--- config.mk ---
export PLATFORM = sky130hd
export DESIGN_NAME = mipi_hs_lp_tx_ctrl
export DESIGN_NICKNAME = d
export VERILOG_FILES = /design/src/rtl/mipi_hs_lp_tx_ctrl.sv
export SDC_FILE = /design/constraint.sdc
export NUM_CORES = 1
export LEC_CHECK = 0
export BUFFER_PORTS_ARGS = -buffer_cell sky130_fd_sc_hd__buf_2
export CAP_MARGIN = 20
export CELL_PAD_IN_SITES_DETAIL_PLACEMENT = 0
export CELL_PAD_IN_SITES_GLOBAL_PLACEMENT = 1
export CORE_UTILIZATION = 35
export CTS_CLUSTER_DIAMETER = 30
export DETAILED_ROUTE_END_ITERATION = 8
export GPL_ROUTABILITY_DRIVEN = 0
export GPL_TIMING_DRIVEN = 0
export PLACE_DENSITY_LB_ADDON = 0.1
export SETUP_SLACK_MARGIN = 0.5
export SYNTH_ARGS = -nofsm -noshare
export SYNTH_HDL_FRONTEND = slang
export SYNTH_SLANG_ARGS = --single-unit
--- constraint.sdc ---
create_clock -name I_lcd_clk -period 3.42 [get_ports I_lcd_clk]
set_input_delay 1.026 -clock I_lcd_clk [delete_from_list [all_inputs] [get_ports I_lcd_clk]]
set_output_delay 1.026 -clock I_lcd_clk [all_outputs]
set_load 0.1 [all_outputs]
--- src/rtl/mipi_hs_lp_tx_ctrl.sv ---
// DSI PHY-side HS/LP sequencer for clock and data lanes.
// Runs LP11->LP01->LP00->HS-zero entry and HS-trail->LP11 exit.
module mipi_hs_lp_tx_ctrl #(
    parameter int LANES       = 4,
    parameter int T_CLK_LP01  = 8,
    parameter int T_CLK_LP00  = 8,
    parameter int T_CLK_ZERO  = 30,
    parameter int T_CLK_PRE   = 2,
    parameter int T_DAT_LP01  = 8,
    parameter int T_DAT_LP00  = 8,
    parameter int T_DAT_ZERO  = 16,
    parameter int T_DAT_TRAIL = 8,
    parameter int T_CLK_POST  = 14,
    parameter int T_CLK_TRAIL = 8,
    parameter bit CLK_CONT    = 1'b0
) (
    input  logic               I_lcd_clk,
    input  logic               I_rst_n,
    input  logic               I_init_done,
    input  logic [1:0]         I_init_lp_data,
    input  logic               I_hs_req,
    input  logic [LANES*8-1:0] I_hs_data,
    output logic               O_hs_rdy,
    output logic               O_busy,
    output logic               O_hs_clk_en,
    output logic               O_hs_data_en,
    output logic [LANES*8-1:0] O_hs_data,
    output logic [LANES*2-1:0] O_lp_data,
    output logic [1:0]         O_lp_clk
);

    localparam logic [3:0] S_IDLE      = 4'd0;
    localparam logic [3:0] S_CLK_LP01  = 4'd1;
    localparam logic [3:0] S_CLK_LP00  = 4'd2;
    localparam logic [3:0] S_CLK_ZERO  = 4'd3;
    localparam logic [3:0] S_CLK_PRE   = 4'd4;
    localparam logic [3:0] S_DAT_LP01  = 4'd5;
    localparam logic [3:0] S_DAT_LP00  = 4'd6;
    localparam logic [3:0] S_DAT_ZERO  = 4'd7;
    localparam logic [3:0] S_HS_DATA   = 4'd8;
    localparam logic [3:0] S_DAT_TRAIL = 4'd9;
    localparam logic [3:0] S_CLK_POST  = 4'd10;
    localparam logic [3:0] S_CLK_TRAIL = 4'd11;

    localparam bit T_OK =
        (T_CLK_LP01  >= 1) && (T_CLK_LP01  <= 255) &&
        (T_CLK_LP00  >= 1) && (T_CLK_LP00  <= 255) &&
        (T_CLK_ZERO  >= 1) && (T_CLK_ZERO  <= 255) &&
        (T_CLK_PRE   >= 1) && (T_CLK_PRE   <= 255) &&
        (T_DAT_LP01  >= 1) && (T_DAT_LP01  <= 255) &&
        (T_DAT_LP00  >= 1) && (T_DAT_LP00  <= 255) &&
        (T_DAT_ZERO  >= 1) && (T_DAT_ZERO  <= 255) &&
        (T_DAT_TRAIL >= 1) && (T_DAT_TRAIL <= 255) &&
        (T_CLK_POST  >= 1) && (T_CLK_POST  <= 255) &&
        (T_CLK_TRAIL >= 1) && (T_CLK_TRAIL <= 255);

    if (LANES < 1 || LANES > 4) begin : g_bad_lanes
        $error("mipi_hs_lp_tx_ctrl: LANES must be 1..4");
    end
    if (!T_OK) begin : g_bad_timing
        $error("mipi_hs_lp_tx_ctrl: T_* must be 1..255");
    end

    logic [3:0]         state;
    logic [3:0]         state_nxt;
    logic [7:0]         cnt;
    logic               done;
    logic               clk_on;
    logic               clk_on_nxt;
    logic [1:0]         lp_clk_q;
    logic [1:0]         lp_clk_nxt;
    logic               hs_clk_en_q;
    logic               hs_clk_en_nxt;
    logic [LANES*2-1:0] lp_data_q;
    logic [LANES*2-1:0] lp_data_nxt;
    logic               hs_data_en_q;
    logic               hs_data_en_nxt;
    logic [LANES*8-1:0] hs_q;
    logic [LANES*8-1:0] hs_nxt;
    logic               busy_q;

    // Counter preload is T-1 so each timed state lasts exactly T cycles.
    function automatic logic [7:0] tload(input logic [3:0] s);
        case (s)
            S_CLK_LP01:  return 8'(T_CLK_LP01 - 1);
            S_CLK_LP00:  return 8'(T_CLK_LP00 - 1);
            S_CLK_ZERO:  return 8'(T_CLK_ZERO - 1);
            S_CLK_PRE:   return 8'(T_CLK_PRE - 1);
            S_DAT_LP01:  return 8'(T_DAT_LP01 - 1);
            S_DAT_LP00:  return 8'(T_DAT_LP00 - 1);
            S_DAT_ZERO:  return 8'(T_DAT_ZERO - 1);
            S_DAT_TRAIL: return 8'(T_DAT_TRAIL - 1);
            S_CLK_POST:  return 8'(T_CLK_POST - 1);
            S_CLK_TRAIL: return 8'(T_CLK_TRAIL - 1);
            default:     return 8'd0;
        endcase
    endfunction

    assign done = (cnt == 8'd0);

    always_comb begin
        state_nxt = state;
        case (state)
            S_IDLE:
                if (I_hs_req)
                    state_nxt = clk_on ? S_DAT_LP01 : S_CLK_LP01;
            S_CLK_LP01:  if (done) state_nxt = S_CLK_LP00;
            S_CLK_LP00:  if (done) state_nxt = S_CLK_ZERO;
            S_CLK_ZERO:  if (done) state_nxt = S_CLK_PRE;
            S_CLK_PRE:   if (done) state_nxt = S_DAT_LP01;
            S_DAT_LP01:  if (done) state_nxt = S_DAT_LP00;
            S_DAT_LP00:  if (done) state_nxt = S_DAT_ZERO;
            S_DAT_ZERO:  if (done) state_nxt = S_HS_DATA;
            S_HS_DATA:   if (!I_hs_req) state_nxt = S_DAT_TRAIL;
            S_DAT_TRAIL:
                if (done)
                    state_nxt = CLK_CONT ? S_IDLE : S_CLK_POST;
            S_CLK_POST:  if (done) state_nxt = S_CLK_TRAIL;
            S_CLK_TRAIL: if (done) state_nxt = S_IDLE;
            default:     state_nxt = S_IDLE;
        endcase
        if (!I_init_done)
            state_nxt = S_IDLE;
    end

    always_comb begin
        clk_on_nxt = clk_on;
        if (state_nxt == S_CLK_ZERO)
            clk_on_nxt = 1'b1;
        if (state == S_CLK_TRAIL && state_nxt == S_IDLE)
            clk_on_nxt = 1'b0;
        if (!I_init_done)
            clk_on_nxt = 1'b0;
    end

    // Lane outputs are decoded from the next state so they are
    // registered yet visible in the very cycle a state is entered.
    always_comb begin
        lp_clk_nxt = 2'b11;
        if (state_nxt == S_CLK_LP01)
            lp_clk_nxt = 2'b01;
        else if (state_nxt >= S_CLK_LP00 && state_nxt <= S_CLK_TRAIL)
            lp_clk_nxt = 2'b00;
        else if (state_nxt == S_IDLE && clk_on_nxt)
            lp_clk_nxt = 2'b00;

        hs_clk_en_nxt =
            (state_nxt >= S_CLK_ZERO && state_nxt <= S_CLK_TRAIL) ||
            (state_nxt == S_IDLE && clk_on_nxt);

        lp_data_nxt = {LANES{2'b11}};
        if (state_nxt == S_DAT_LP01)
            lp_data_nxt = {LANES{2'b01}};
        else if (state_nxt >= S_DAT_LP00 && state_nxt <= S_DAT_TRAIL)
            lp_data_nxt = '0;

        hs_data_en_nxt =
            (state_nxt >= S_DAT_ZERO && state_nxt <= S_DAT_TRAIL);
    end

    always_comb begin
        hs_nxt = '0;
        if (state_nxt == S_HS_DATA) begin
            hs_nxt = (state == S_HS_DATA && I_hs_req) ? I_hs_data : hs_q;
        end else if (state_nxt == S_DAT_TRAIL) begin
            hs_nxt = hs_q;
            if (state == S_HS_DATA)
                for (int n = 0; n < LANES; n++)
                    hs_nxt[8*n +: 8] = {8{~hs_q[8*n+7]}};
        end
    end

    always_ff @(posedge I_lcd_clk or negedge I_rst_n) begin
        if (!I_rst_n) begin
            state        <= S_IDLE;
            cnt          <= 8'd0;
            clk_on       <= 1'b0;
            lp_clk_q     <= 2'b11;
            hs_clk_en_q  <= 1'b0;
            lp_data_q    <= {LANES{2'b11}};
            hs_data_en_q <= 1'b0;
            hs_q         <= '0;
            busy_q       <= 1'b0;
        end else begin
            state        <= state_nxt;
            clk_on       <= clk_on_nxt;
            lp_clk_q     <= lp_clk_nxt;
            hs_clk_en_q  <= hs_clk_en_nxt;
            lp_data_q    <= lp_data_nxt;
            hs_data_en_q <= hs_data_en_nxt;
            hs_q         <= hs_nxt;
            busy_q       <= (state_nxt != S_IDLE);
            if (state_nxt != state)
                cnt <= tload(state_nxt);
            else if (!done)
                cnt <= cnt - 8'd1;
        end
    end

    assign O_hs_rdy     = (state == S_HS_DATA);
    assign O_busy       = busy_q;
    assign O_hs_clk_en  = hs_clk_en_q;
    assign O_hs_data_en = hs_data_en_q;
    assign O_hs_data    = hs_q;
    assign O_lp_clk     = lp_clk_q;

    always_comb begin
        O_lp_data = lp_data_q;
        if (!I_init_done)
            O_lp_data[1:0] = I_init_lp_data;
    end

endmodule

=== After elaboration in Yosys (flattened, before gate mapping) ===
Memory sizes are Yosys's and may differ from the RTL's.
Cells that the tools add are included.

* Register bits: 58
* ROM bits: 80
* Bits of input ports: 38
* Output and inout bits: 46
* Word-level logic and storage cells: 84
* Memories: 1

{| class="wikitable"
|+ Memories
! memory !! words !! bits a word !! rd ports !! clocked after memory_dff !! write ports !! line !! source
|-
| (name not given) || 16 || 5 || 1 || 0 || 0 || 84 || <nowiki>case (s)</nowiki>
|}

* Add/subtract/negate cells: 1
* $lt $le $gt $ge: 6
* Equal/unequal tests: 20
* Muxes and demuxes: 30
* Bitwise operators: 4
* Reduce and logical (&&, ||, !) cells: 13

{| class="wikitable"
|+ Operators with widths
! kind !! count
|-
| 32-bit two-way mux || 4
|-
| 4-bit two-way mux || 13
|-
| 4-bit case mux with 12 select lines || 1
|-
| 8-bit two-way mux || 4
|-
| 4-bit equality test, second input constant || 6
|-
| 4-bit by 3-bit equality test with 1-bit output, second input constant || 5
|-
| 4-bit by 2-bit equality test with 1-bit output, second input constant || 3
|-
| 4-bit by 1-bit equality test with 1-bit output, second input constant || 2
|-
| 4-bit by 2-bit >= comparator with 1-bit output, second input constant || 2
|-
| 4-bit by 3-bit >= comparator with 1-bit output, second input constant || 2
|-
| 4-bit less-or-equal comparator, second input constant || 2
|-
| 4-bit zero test || 2
|-
| 8-bit zero test || 1
|-
| 2-bit two-way mux || 4
|-
| 8-bit by 1-bit subtractor with 8-bit output, second input constant || 1
|-
| 1-bit logical AND || 7
|-
| 2-bit by 1-bit != test with 1-bit output, second input constant || 2
|-
| 4-bit != test || 1
|-
| 1-bit inverter || 4
|-
| 4-bit nonzero test || 1
|-
| 1-bit two-way mux || 3
|-
| 3-bit two-way mux || 1
|-
| 3-bit != test, second input constant || 1
|-
| 2-bit AND reduction || 1
|-
| 1-bit logical OR || 1
|}

=== Longest topological paths before layout ===
Gate-level depths: netlist of the first run.

* Word-level depth: 12
* Mapped depth: 15
* Mapped depth without buffers: 13

=== Worst setup path after synthesis of the first run ===
Ideal clock, no wire load.

* Path type: register to output
* Start: register state[2]
* End: output port O_hs_rdy
* Arrival time: 2.537 ns
* Slack: -0.143 ns
* Stages on the path, launching flop included: 3
* Cell sequence: dfrtp_1 > clkbuf_1 > nor4b_2

* Cells in the longest elaborated chain, start to end: 1

{| class="wikitable"
|+ Ends and longest elaborated chain
! what !! line !! source
|-
| start: declaration || 64 || <nowiki>logic [3:0] state;</nowiki>
|-
| start signal: assignment || 185 || <nowiki>state <= state_nxt;</nowiki>
|-
| 4-bit equality test || 200 || <nowiki>assign O_hs_rdy = (state == S_HS_DATA);</nowiki>
|-
| end: declaration || 23 || <nowiki>output logic O_hs_rdy,</nowiki>
|}

Every way passes these cells.

=== Worst setup path after layout of the first run ===
* Start: register cnt[0]
* End: register hs_q[11] (netlist: O_hs_data[11])

* Cells in the longest elaborated chain, start to end: 7
* Elaborated cells on any way between the ends: 20
* Classes of those cells: eq/ne: 4; mux: 14; reduce/logical: 2

{| class="wikitable"
|+ Ends and longest elaborated chain
! what !! line !! source
|-
| start: declaration || 66 || <nowiki>logic [7:0] cnt;</nowiki>
|-
| start signal: assignment || 194 || <nowiki>cnt <= tload(state_nxt);</nowiki>
|-
| start signal: assignment || 196 || <nowiki>cnt <= cnt - 8'd1;</nowiki>
|-
| 8-bit zero test * || 99 || <nowiki>assign done = (cnt == 8'd0);</nowiki>
|-
| 4-bit two-way mux, or another cell as far along || 119 || <nowiki>S_CLK_TRAIL: if (done) state_nxt = S_IDLE;</nowiki>
|-
| 4-bit case mux with 12 select lines * || 103 || <nowiki>case (state)</nowiki>
|-
| 4-bit two-way mux * || 122 || <nowiki>if (!I_init_done)</nowiki>
|-
| via state_nxt[1] || 65 || <nowiki>logic [3:0] state_nxt;</nowiki>
|-
| 4-bit equality test (on tied branches) || 163, 165 ||
|-
| 3-bit != test (no source line), or another cell as far along || - ||
|-
| 2-bit AND reduction (no source line) / 32-bit two-way mux (equally long branches) || - ||
|-
| end signal: assignment || 191 || <nowiki>hs_q <= hs_nxt;</nowiki>
|-
| end: declaration || 78 || <nowiki>logic [LANES*8-1:0] hs_q;</nowiki>
|}

The timed path passes the listed nets; every way through them passes the cells marked *.
A chain may end at the register's enable or synchronous reset.

==> impl_results.md, run 1 <==
- Status: completed
- R2r endpoint: O_hs_data[11]
- DRC: 0
- WP data arrival: 3320 ps
- Clock transition at the registers of the reported paths: around 100 ps
- Root Buffer: clkbuf_8
- CP cell instances: inv_2 -> ha_4 -> or3b_4 -> buf_8 -> or4_4 -> a221oi_4 -> inv_2 -> ha_4 -> nor2_2 -> o22a_1 -> or2b_1 -> buf_6 -> clkbuf_16 -> a2bb2oi_2
- Post-synth top area share: between 40% and 50%
- Routed wire length: ~7.5 mm
- Reg2Reg Setup Slack: between 300 and 400 ps
- Cells on worst reg2reg path: 14
- Post-DP HPWL: roughly 5 mm
- Worst Tran Pin Value: about 810 ps
- Required time worst endpoint: about 3700 ps
- Sink Count: 52
- Grt total ovfl: 0
- Main synth FF type: dfrtp_1
- Row count: 31
- Layout fillers: ~700
- Layout cells sized above 1: about 53%
- GRT Total Usage: a little under a fifth
- Pint: 0.001231 W
- Top cells by area, synth: dfrtp_1 44%, a2bb2oi_1 9.0%, nand2_1 6.3%
- Nets: approximately 430
- Crit-path max FO: 6
- Ys async rst share: 100.0%
- Area share of and/or/nand/nor cells after synthesis: 15.60%
- Antenna viol nets, final: 0
- Max Freq: approximately 330 MHz
- H-tree levels: 2
- Largest family of logic cells by synthesized area: compound AO/OA/AOI/OAI gates
- Post-Synth XOR/XNOR Area: less than 1%
- Switching share of power: between 30% and 40%
- Synthesized area: roughly 2700 µm²
- Setup WS post-layout: around 340 ps
- Starting DRT DRC Count: between 70 and 80
- Most common cell after layout, fill and taps aside: buf_2
- # setup viols final: 0
- Cell variety after synth: 52
- Die Wd: about 90 µm
- RSZ-0062 raised after global routing: true
- Wire per inst: roughly 16 µm
- Compound-gate portion of the synthesized area: 23.96%
- Port-buffer cells: 83
- Initial antenna violation count: 0
- Synth Warn #: 0
- CORE AREA: 7408 µm²
- Worst Setup SP: cnt[0]
- Post-synthesis mux area share: about 3.1%
- CTS tree: done
- Critical-path top delay cell: or4_4
- Hold-fix buffer count after cts: 0
- Clk_skew: between 9 and 10 ps
- Worst setup SP type: register
- Pre-antenna DRT Iters: 4
- Syn-to-layout area delta: 49.33%
- Final Hold Fails: 0
- Max Cap Viol: 0
- CTS max path bufs: 2
- CP max stage delay: ~420 ps
- Largest net degree at the start of global routing: 40
- Vias after detailed routing: 2,446
- Die area: just over 8000 µm²
- Syn_area_per_cell: roughly 10 µm²
- Crit. End Element: register
- R2r startpoint: cnt[0]
- Commonest cells after routing, fill and taps aside: 81 x buf_2, 47 x dfrtp_1, 44 x nand2_1
- DR vias/cell: 5.054
- Psw: ~0.00074 W
- Final Util: between 50% and 60%
- Pre-CTS setup slack: -33.48 ps
- Vias in the first global route: 2,375
- Peak supply drop: just over 300 µV
- Hold EP: O_hs_data[2]
- First-pass GRT wire length: approximately 12 mm
- Mapped Nets: 308
- Max Slew Vio Count: 0
- Fin crit share: between 80% and 90%
- Area share of fa/ha/maj cells after synthesis: under 10%
- Post-synth EDFFs: 0
- Tmin final: about 3100 ps
- Die Y: 90.26 µm
- Initial Util: a little under two fifths
- CTS buffer count: 5
- Power per standard cell area: 483.5 nW/µm²
- Crit Path Class: register to register
- Post-synth top area cell: dfrtp_1
- Hold Crit Start: O_hs_data[2]
- Register bit total from synthesis: 52
- Lkg Pwr: 1.993 nW
- Reg power frac: a little over a third
- Cells after Synth: 264
- Hold Crit Class: register to register
- Clock power share: a little under a fifth
- Hold depth: 1
- Rel. slew slack: 46.02%
- Comb pwr share: approximately 45%
- Sequential fraction of the synthesis area: 47.91%
- Clk_lat worst skew: about 300 ps
- Ports: 84
- # diodes: 0
## flip-flops by register name, summed over array words and instances (netlist names)
| register | cells |
|---|---|
| O_hs_data | 32 |
| cnt | 8 |
| state | 4 |
| O_lp_clk | 2 |
| lp_data_q | 2 |
| O_busy | 1 |
| O_hs_clk_en | 1 |
| O_hs_data_en | 1 |
| clk_on | 1 |
## stage by stage
step | instance area, µm² | TNS, ps | power [W] | hold slack, ps | cells
after CTS | 3795 | 0 | 0.001954 | 535.5 | 476
after global routing | 4071 | 0 | 0.002098 | 552.5 | 484
after floorplan | 2843 | 0 | 0.001246 | 520.3 | 264
after global placement | 3382 | 0 | 0.001393 | 518.8 | 446
after detailed placement | 3402 | -147.1 | 0.001403 | 521.1 | 447
final | 4071 | 0 | 0.001969 | 524.3 | 484
## per-layer routing
layer / wire, µm / global-route usage [%] / share of wire (%)
met1: 3595 / 26.21 / 48
met2: 3552 / 30.09 / 47
met3: 316 / 3.704 / 4.2
met4: 42 / 4.032 / 0.56
met5: 0 / 0 / 0
## synthesized netlist by cell type, types with 3 or more instances
cell	number
a31oi_1	4
ha_1	6
nand2_1	46
a2bb2oi_1	28
nor2b_1	4
mux2i_1	5
clkbuf_1	5
a21oi_1	10
a21o_1	3
o21ai_0	7
nor4_1	4
buf_4	9
o31ai_1	3
mux2_2	3
o21ai_1	4
inv_1	10
dfstp_2	4
nor2_1	8
nor3_1	3
dfrtp_1	48
a22o_1	5
## layout make-up
class	count	area (µm²)	share of cell area, %
Multi-Input combinational cell	184	1593	39.12
Clock inverter	1	8.758	0.2151
Sequential cell	52	1308	32.11
Inverter	10	37.54	0.9219
Timing Repair Buffer	113	734.5	18.04
Clock buffer	7	86.33	2.120
Tap cell	99	123.9	3.042
Buffer	18	180.2	4.425
## what timing repair did
action                                  CTS  global route
endpoints found under the setup margin   43            43
pin swaps                                 5             4
cloned                                    0             2
buffers inserted                         21             6
gates resized for setup                  32            31
## worst max-delay path: cells and delay by family, from the launching register on
kind	cells	cell delay [ps]
AOI/OAI and AO/OA	3	550
DFF	1	410
and+or+nand+nor	4	1040
buffers and inverters	5	680
adders and majority gates	2	330
## power by group through the flow
stage	Clock (W)	Sequential (W)	Combinational, W
global placement	0	0.000728	0.000664
floorplan	0	0.000815	0.000432
CTS	0.000385	0.000710	0.000860
finish	0.000370	0.000710	0.000889
global route	0.000412	0.000717	0.000969
detailed placement	0	0.000730	0.000674
## worst max path at each step
| stage | to | depth (start not counted) |
|---|---|---|
| after global placement | O_hs_data[13] | 12 |
| after global routing | O_hs_data[0] | 14 |
| after CTS | O_hs_data[24] | 10 |
| final | O_hs_data[11] | 14 |
| after detailed placement | O_hs_data[13] | 12 |
| after floorplan | O_hs_data[24] | 12 |
## kinds of logic (layout without fill, tap and decap cells)
| family | after synthesis | in the layout |
|---|---|---|
| adders and majority gates | 6 | 6 |
| muxes | 8 | 8 |
| and+or+nand+nor | 85 | 85 |
| xor gates and xnor gates | 3 | 3 |
| AOI/OAI and AO/OA | 82 | 82 |
| buffers and inverters | 28 | 149 |
| DFF | 52 | 52 |
No activity file was read; power rests on OpenSTA's default activity.
==> run 2: changes to the inputs <==
- CORE_MARGIN: default -> 4
- SETUP_SLACK_MARGIN: 0.5 -> 0.02
==> run 2 against run 1 <==
Compared with the run above: die area grew 14%; sequential power grew 1%; critical endpoint is now O_hs_data[27]; worst setup slack lost 140 ps; clock skew shrank 3.8 ps; utilization shrank 5.5 points; power shrank 3.8%.
==> impl_results.md, run 2 (synthesis gave the netlist of run 1 again) <==
- Post-DP HPWL: between 5 and 6 mm
- Crit. End Element: register
- Commonest cells after routing, fill and taps aside: 85 x buf_2, 48 x dfrtp_1, 45 x nand2_1
- Power per standard cell area: 517.2 nW/µm²
- Antenna viol nets, final: 0
- H-tree levels: 2
- Grt total ovfl: 0
- Ports: between 80 and 90
- CTS tree: done
- Dpl cell area: 3294 µm²
- Row count: 31
- Comb pwr share: a little under two fifths
- Finished Cell Area: ~3700 µm²
- Max Cap Viol: 0
- R2r startpoint: cnt[1]
- Vias in the first global route: between 2k and 2.5k
- # diodes: 0
- Most common cell after layout, fill and taps aside: buf_2
- Initial Util: a little under two fifths
- Pint: about 0.0012 W
- Clock transition at the registers of the reported paths: 90 ps
- Starting DRT DRC Count: 35
- Crit Path Class: register to register
- # setup viols final: 0
- Max Freq: between 300 and 400 MHz
- Tmin final: roughly 3200 ps
- Die area: between 9000 and 10,000 µm²
- Wire per inst: 15.83 µm
- Peak supply drop: between 150 and 200 µV
- Worst Setup SP: cnt[1]
- Crit path to: O_hs_data[27]
- Required time worst endpoint: 3600 ps
- Sink Count: 52
- CORE AREA: 7408 µm²
- Die Wd: just under 100 µm
- Fin crit share: a little over nine tenths
- Hold Crit Class: register to register
- Largest net degree at the start of global routing: 30
- Crit-path max FO: 10
- GRT Total Usage: between 10% and 20%
- Min Hold Slack: ~540 ps
- Worst Tran Pin Value: ~740 ps
- Clk_skew: approximately 5.3 ps
- Cells on worst reg2reg path: 15
- Routed wire length: 7.344 mm
- Final Hold Fails: 0
- Hold-fix buffer count after cts: 0
- Clk_lat worst skew: 300 ps
- CTS buffer count: 5
- WP data arrival: ~3400 ps
- Worst setup SP type: register
- Clock power share: between 20% and 30%
- R2r endpoint: O_hs_data[27]
- Root Buffer: clkbuf_8
- DRC: 0
- Max FFs per register: 32
- Psw: roughly 0.0007 W
- Switching share of power: between 30% and 40%
- RSZ-0062 raised after global routing: false
- Syn-to-layout area delta: 34.33%
- Pre-antenna DRT Iters: 6
- Nets: 408
- Max Slew Vio Count: 0
- Reg2Reg Setup Slack: ~210 ps
- Layout cells sized above 1: a little over two fifths
- Status: completed
- Die Y: between 90 and 100 µm
- Rel. slew slack: 50.49%
- Port-buffer cells: 83
- DR vias/cell: roughly 5
- Vias after detailed routing: 2,348
- Initial antenna violation count: 0
- First-pass GRT wire length: roughly 12 mm
- CTS max path bufs: 2
- Reg power frac: a little under two fifths
- Lkg Pwr: ~1.9 nW
-- run 2: cell types whose count changed in the layout (fill, tap and decap cells not counted), moves of 4 or more --
cell and delta:
buf_2 +4, buf_6 -6, o21ai_2 +4, o21ai_4 -4, buf_4 -16, a2bb2oi_2 -21
a2bb2oi_1 +21
-- run 2: worst min-delay path by stage --
stage,cells after the start,from,to
6_report,1,O_hs_data[1],O_hs_data[1]
5_1_grt,1,O_hs_data[20],O_hs_data[20]
4_1_cts,1,O_hs_data[6],O_hs_data[6]
3_5_place_dp,1,O_hs_data[10],O_hs_data[10]
3_3_place_gp,1,O_hs_data[6],O_hs_data[6]
2_1_floorplan,1,clk_on,O_hs_clk_en
-- run 2: through the flow --
stage                     total power [W]  cells  utilization, %  TNS, ps  setup slack, ps
after detailed placement         0.001350    447           44.47   -13400           -549.9
after floorplan                  0.001204    264               -        0            184.4
final                            0.001894    464           49.43        0            208.7
after global placement           0.001350    446           44.20   -11960           -474.9
after CTS                        0.001838    457           47.12        0            40.25
after global routing             0.002002    464           49.43        0            39.80
-- run 2: power by group through the flow --
stage	sequential (W)	combinational [W]	clock, W
4_1_cts	0.000715	0.000646	0.000476
3_5_place_dp	0.000727	0.000623	0
2_1_floorplan	0.000813	0.000391	0
6_report	0.000718	0.000713	0.000463
3_3_place_gp	0.000725	0.000624	0
5_1_grt	0.000725	0.000779	0.000498
-- run 2: cell type report --
type / instances / area [µm²]
clock buffer: 7 / 96.34
timing repair buffer: 93 / 518.0
sequential: 52 / 1306
inverter: 10 / 37.54
multi-input combinational: 184 / 1396
clock inverter: 1 / 30.03
tap: 99 / 123.9
buffer: 18 / 153.9
fill: 724 / 3746
-- run 2: what timing repair did --
action | in CTS | in global routing
pin swaps | 1 | 3
buffers inserted | 2 | 5
endpoints found under the setup margin | 36 | 36
cloned | 0 | 2
hold endpoints to repair | 0 | 0
resized for setup | 16 | 22
-- run 2: critical path: stages (launching register included) --
cell and delay, ps:
dfrtp_1 430, inv_2 90, ha_4 140, or3b_4 390, buf_8 160, o22ai_1 150
a32o_1 240, nand2_1 170, inv_1 190, ha_4 190, nor2_1 40, o22a_1 200
or2b_1 280, buf_6 160, clkbuf_16 150, a2bb2oi_1 120
-- run 2: layer usage --
metal | GRT usage, % | part of all wire (%) | up-vias
li1 | - | - | 1153
met2 | 26.16 | 49 | 50
met4 | 4.265 | 1.1 | 0
met3 | 3.753 | 5.0 | 6
met5 | 0 | 0 | -
met1 | 21.07 | 45 | 1139
==> run 3: changes to the inputs <==
--- a/config.mk
+++ b/config.mk
@@ -12,4 +12,5 @@
 export CORE_MARGIN = 4
-export CORE_UTILIZATION = 35
+export CORE_UTILIZATION = 39
 export CTS_CLUSTER_DIAMETER = 30
+export CTS_CLUSTER_SIZE = 24
 export DETAILED_ROUTE_END_ITERATION = 8
==> constraint.sdc (replaced) <==
create_clock -name I_lcd_clk -period 3.1 [get_ports I_lcd_clk]
set_input_delay 0.93 -clock I_lcd_clk [delete_from_list [all_inputs] [get_ports I_lcd_clk]]
set_output_delay 0.93 -clock I_lcd_clk [all_outputs]
set_load 0.01 [all_outputs]
==> run 3 against run 2 <==
Compared with the run above: worst hold slack worse by 11 ps; flip-flop and latch count stayed put; sequential share of layout area is 2.3 points lower; clock power down 12%; clock skew up 11 ps; worst setup slack lost 130 ps; utilization grew 8.2 points; non-clock buffer count increased by 11; cell count is 1.7% higher; count of clock-buffer cells in the layout down 2; routed wire length down 3.2%; register-to-register slack got worse by 130 ps.
==> impl_results.md, run 3 (synthesis gave the netlist of run 1 again) <==
- Hold EP: O_hs_data[21]
- # setup viols final: 0
- Worst setup SP type: register
- H-tree levels: 2
- Final Util: 57.64%
- Vias in the first global route: about 2.4k
- Cells on worst reg2reg path: 13
- Nets: roughly 420
- CTS max path bufs: 2
- Port-buffer cells: 83
- Row count: 30
- Routed wire length: a little over 7 mm
- CTS buffer count: 5
- Antenna viol nets, final: 0
- Sink Count: 52
- Clk_lat worst skew: between 300 and 400 ps
- Crit. End Element: register
- Status: completed
- CORE AREA: about 6800 µm²
- Pre-antenna DRT Iters: 6
- Post-DP HPWL: between 4 and 5 mm
- Rel. slew slack: 51.07%
- Commonest cells after routing, fill and taps aside: 84 x buf_2, 47 x dfrtp_1, 45 x nand2_1
- Hold-fix buffer count after cts: 0
- Tmin final: about 3000 ps
- Wire per inst: roughly 15 µm
- Ports: 84
- Most common cell after layout, fill and taps aside: buf_2
- Clk_skew: roughly 16 ps
- Vias after detailed routing: 2,417
- Layout fillers: 592
- Sequential cell area: approximately 1300 µm²
- Power per standard cell area: 507.5 nW/µm²
- WP data arrival: 3270 ps
- CTS tree: done
- Die Y: about 92 µm
- Hold Crit Start: O_hs_data[21]
- # diodes: 0
- Max Freq: approximately 330 MHz
- Hold depth: 1
- DR vias/cell: 5.121
- RSZ-0062 raised after global routing: true
- Lkg Pwr: just under 2 nW
- Root Buffer: clkbuf_8
- Multi-input gate area: 1559 µm²
- Crit Path Class: register to register
- Largest net degree at the start of global routing: 35
- Crit-path max FO: 6
- Initial antenna violation count: 0
- Fin crit share: between 90% and 100%
- Final Hold Fails: 0
- Setup WS post-layout: between 70 and 80 ps
- R2r startpoint: cnt[0]
- Required time worst endpoint: roughly 3300 ps
- Starting DRT DRC Count: ~130
- Pre-CTS setup slack: -449.3 ps
- Die area: 8392 µm²
- Initial Util: approximately two fifths
- DRC: 0
- Max Slew Vio Count: 0
- R2r endpoint: O_hs_data[24]
- First-pass GRT wire length: 11.70 mm
- Hold Crit Class: register to register
- GRT Total Usage: approximately 17%
- Die Wd: between 90 and 100 µm
- Peak supply drop: about 230 µV
- Layout cells sized above 1: 51.06%
- Clock transition at the registers of the reported paths: between 100 and 150 ps
- Worst Tran Pin Value: between 700 and 800 ps
- Max Cap Viol: 0
- Max FFs per register: 32
- Syn-to-layout area delta: 43.64%
- Reg2Reg Setup Slack: around 75 ps
- Grt total ovfl: 0
## run 3: changes by cell type in the layout (fill, tap and decap cells not counted), moves of 3 or more
cell,change
buf_4,+11
buf_12,+3
o21ai_4,+4
a2bb2oi_1,-19
o21ai_2,-4
a2bb2oi_2,+19
## run 3: layer usage
| layer | vias up | global-route usage (%) | wire (µm) |
|---|---|---|---|
| met2 | 53 | 27.94 | 3386 |
| met1 | 1168 | 23.06 | 3340 |
| li1 | 1191 | - | - |
| met3 | 5 | 3.527 | 326 |
| met4 | 0 | 3.769 | 57 |
| met5 | - | 0 | 0 |
## run 3: worst max path at each step
stage	start	end	slack [ps]
2_1_floorplan	cnt[0]	O_hs_data[0]	5
3_3_place_gp	cnt[0]	O_hs_data[8]	-380
3_5_place_dp	cnt[0]	O_hs_data[12]	-450
4_1_cts	cnt[0]	cnt[1]	20
5_1_grt	cnt[0]	O_hs_data[24]	-60
6_report	cnt[0]	O_hs_data[24]	70
## run 3: critical path: stages (launching register included)
cell and delay [ps]:
dfrtp_1 390, inv_2 80, ha_4 130, or3b_4 400
or4_4 500, a221oi_4 280, inv_2 110, ha_4 200
nor2_4 90, o22a_1 180, or2b_1 130, buf_6 160
clkbuf_16 160, a2bb2oi_2 130
## run 3: layout make-up
class,count,share of cell area (%)
plain buffers,16,3.514
clock buffers,5,1.757
clock inverters,3,0.6390
inverters,10,0.9585
multi-input cells,184,39.81
flip-flops and latches,52,33.39
well taps,96,3.067
repair buffers,106,16.87
## run 3: timing repair
action	CTS	global route
endpoints found under the hold margin	0	0
pin swaps	5	11
setup buffers	14	6
resized for setup	18	37
setup endpoints to repair	40	35
cloned	0	2
## run 3: through the flow
step           setup TNS [ps]  instance area (µm²)  total power [W]  cells  hold WS, ps
5_1_grt                -719.1                 3916         0.002125    472        563.4
4_1_cts                     0                 3608         0.001914    465        550.6
3_5_place_dp           -12490                 3327         0.001392    444        522.3
2_1_floorplan               0                 2771         0.001233    264        520.3
3_3_place_gp           -10900                 3307         0.001386    443        515.2
6_report                    0                 3916         0.001987    472        528.5
## run 3: power breakdown
| group | total [W] | switching, W | internal, W | leakage (nW) |
|---|---|---|---|---|
| Combinational | 0.000794 | 0.000412 | 0.000382 | 1.18 |
| Sequential | 0.000786 | 0.0000431 | 0.000743 | 0.701 |
| Clock | 0.000407 | 0.000242 | 0.000165 | 0.0452 |
| Total | 0.00199 | 0.000698 | 0.00129 | 1.92 |
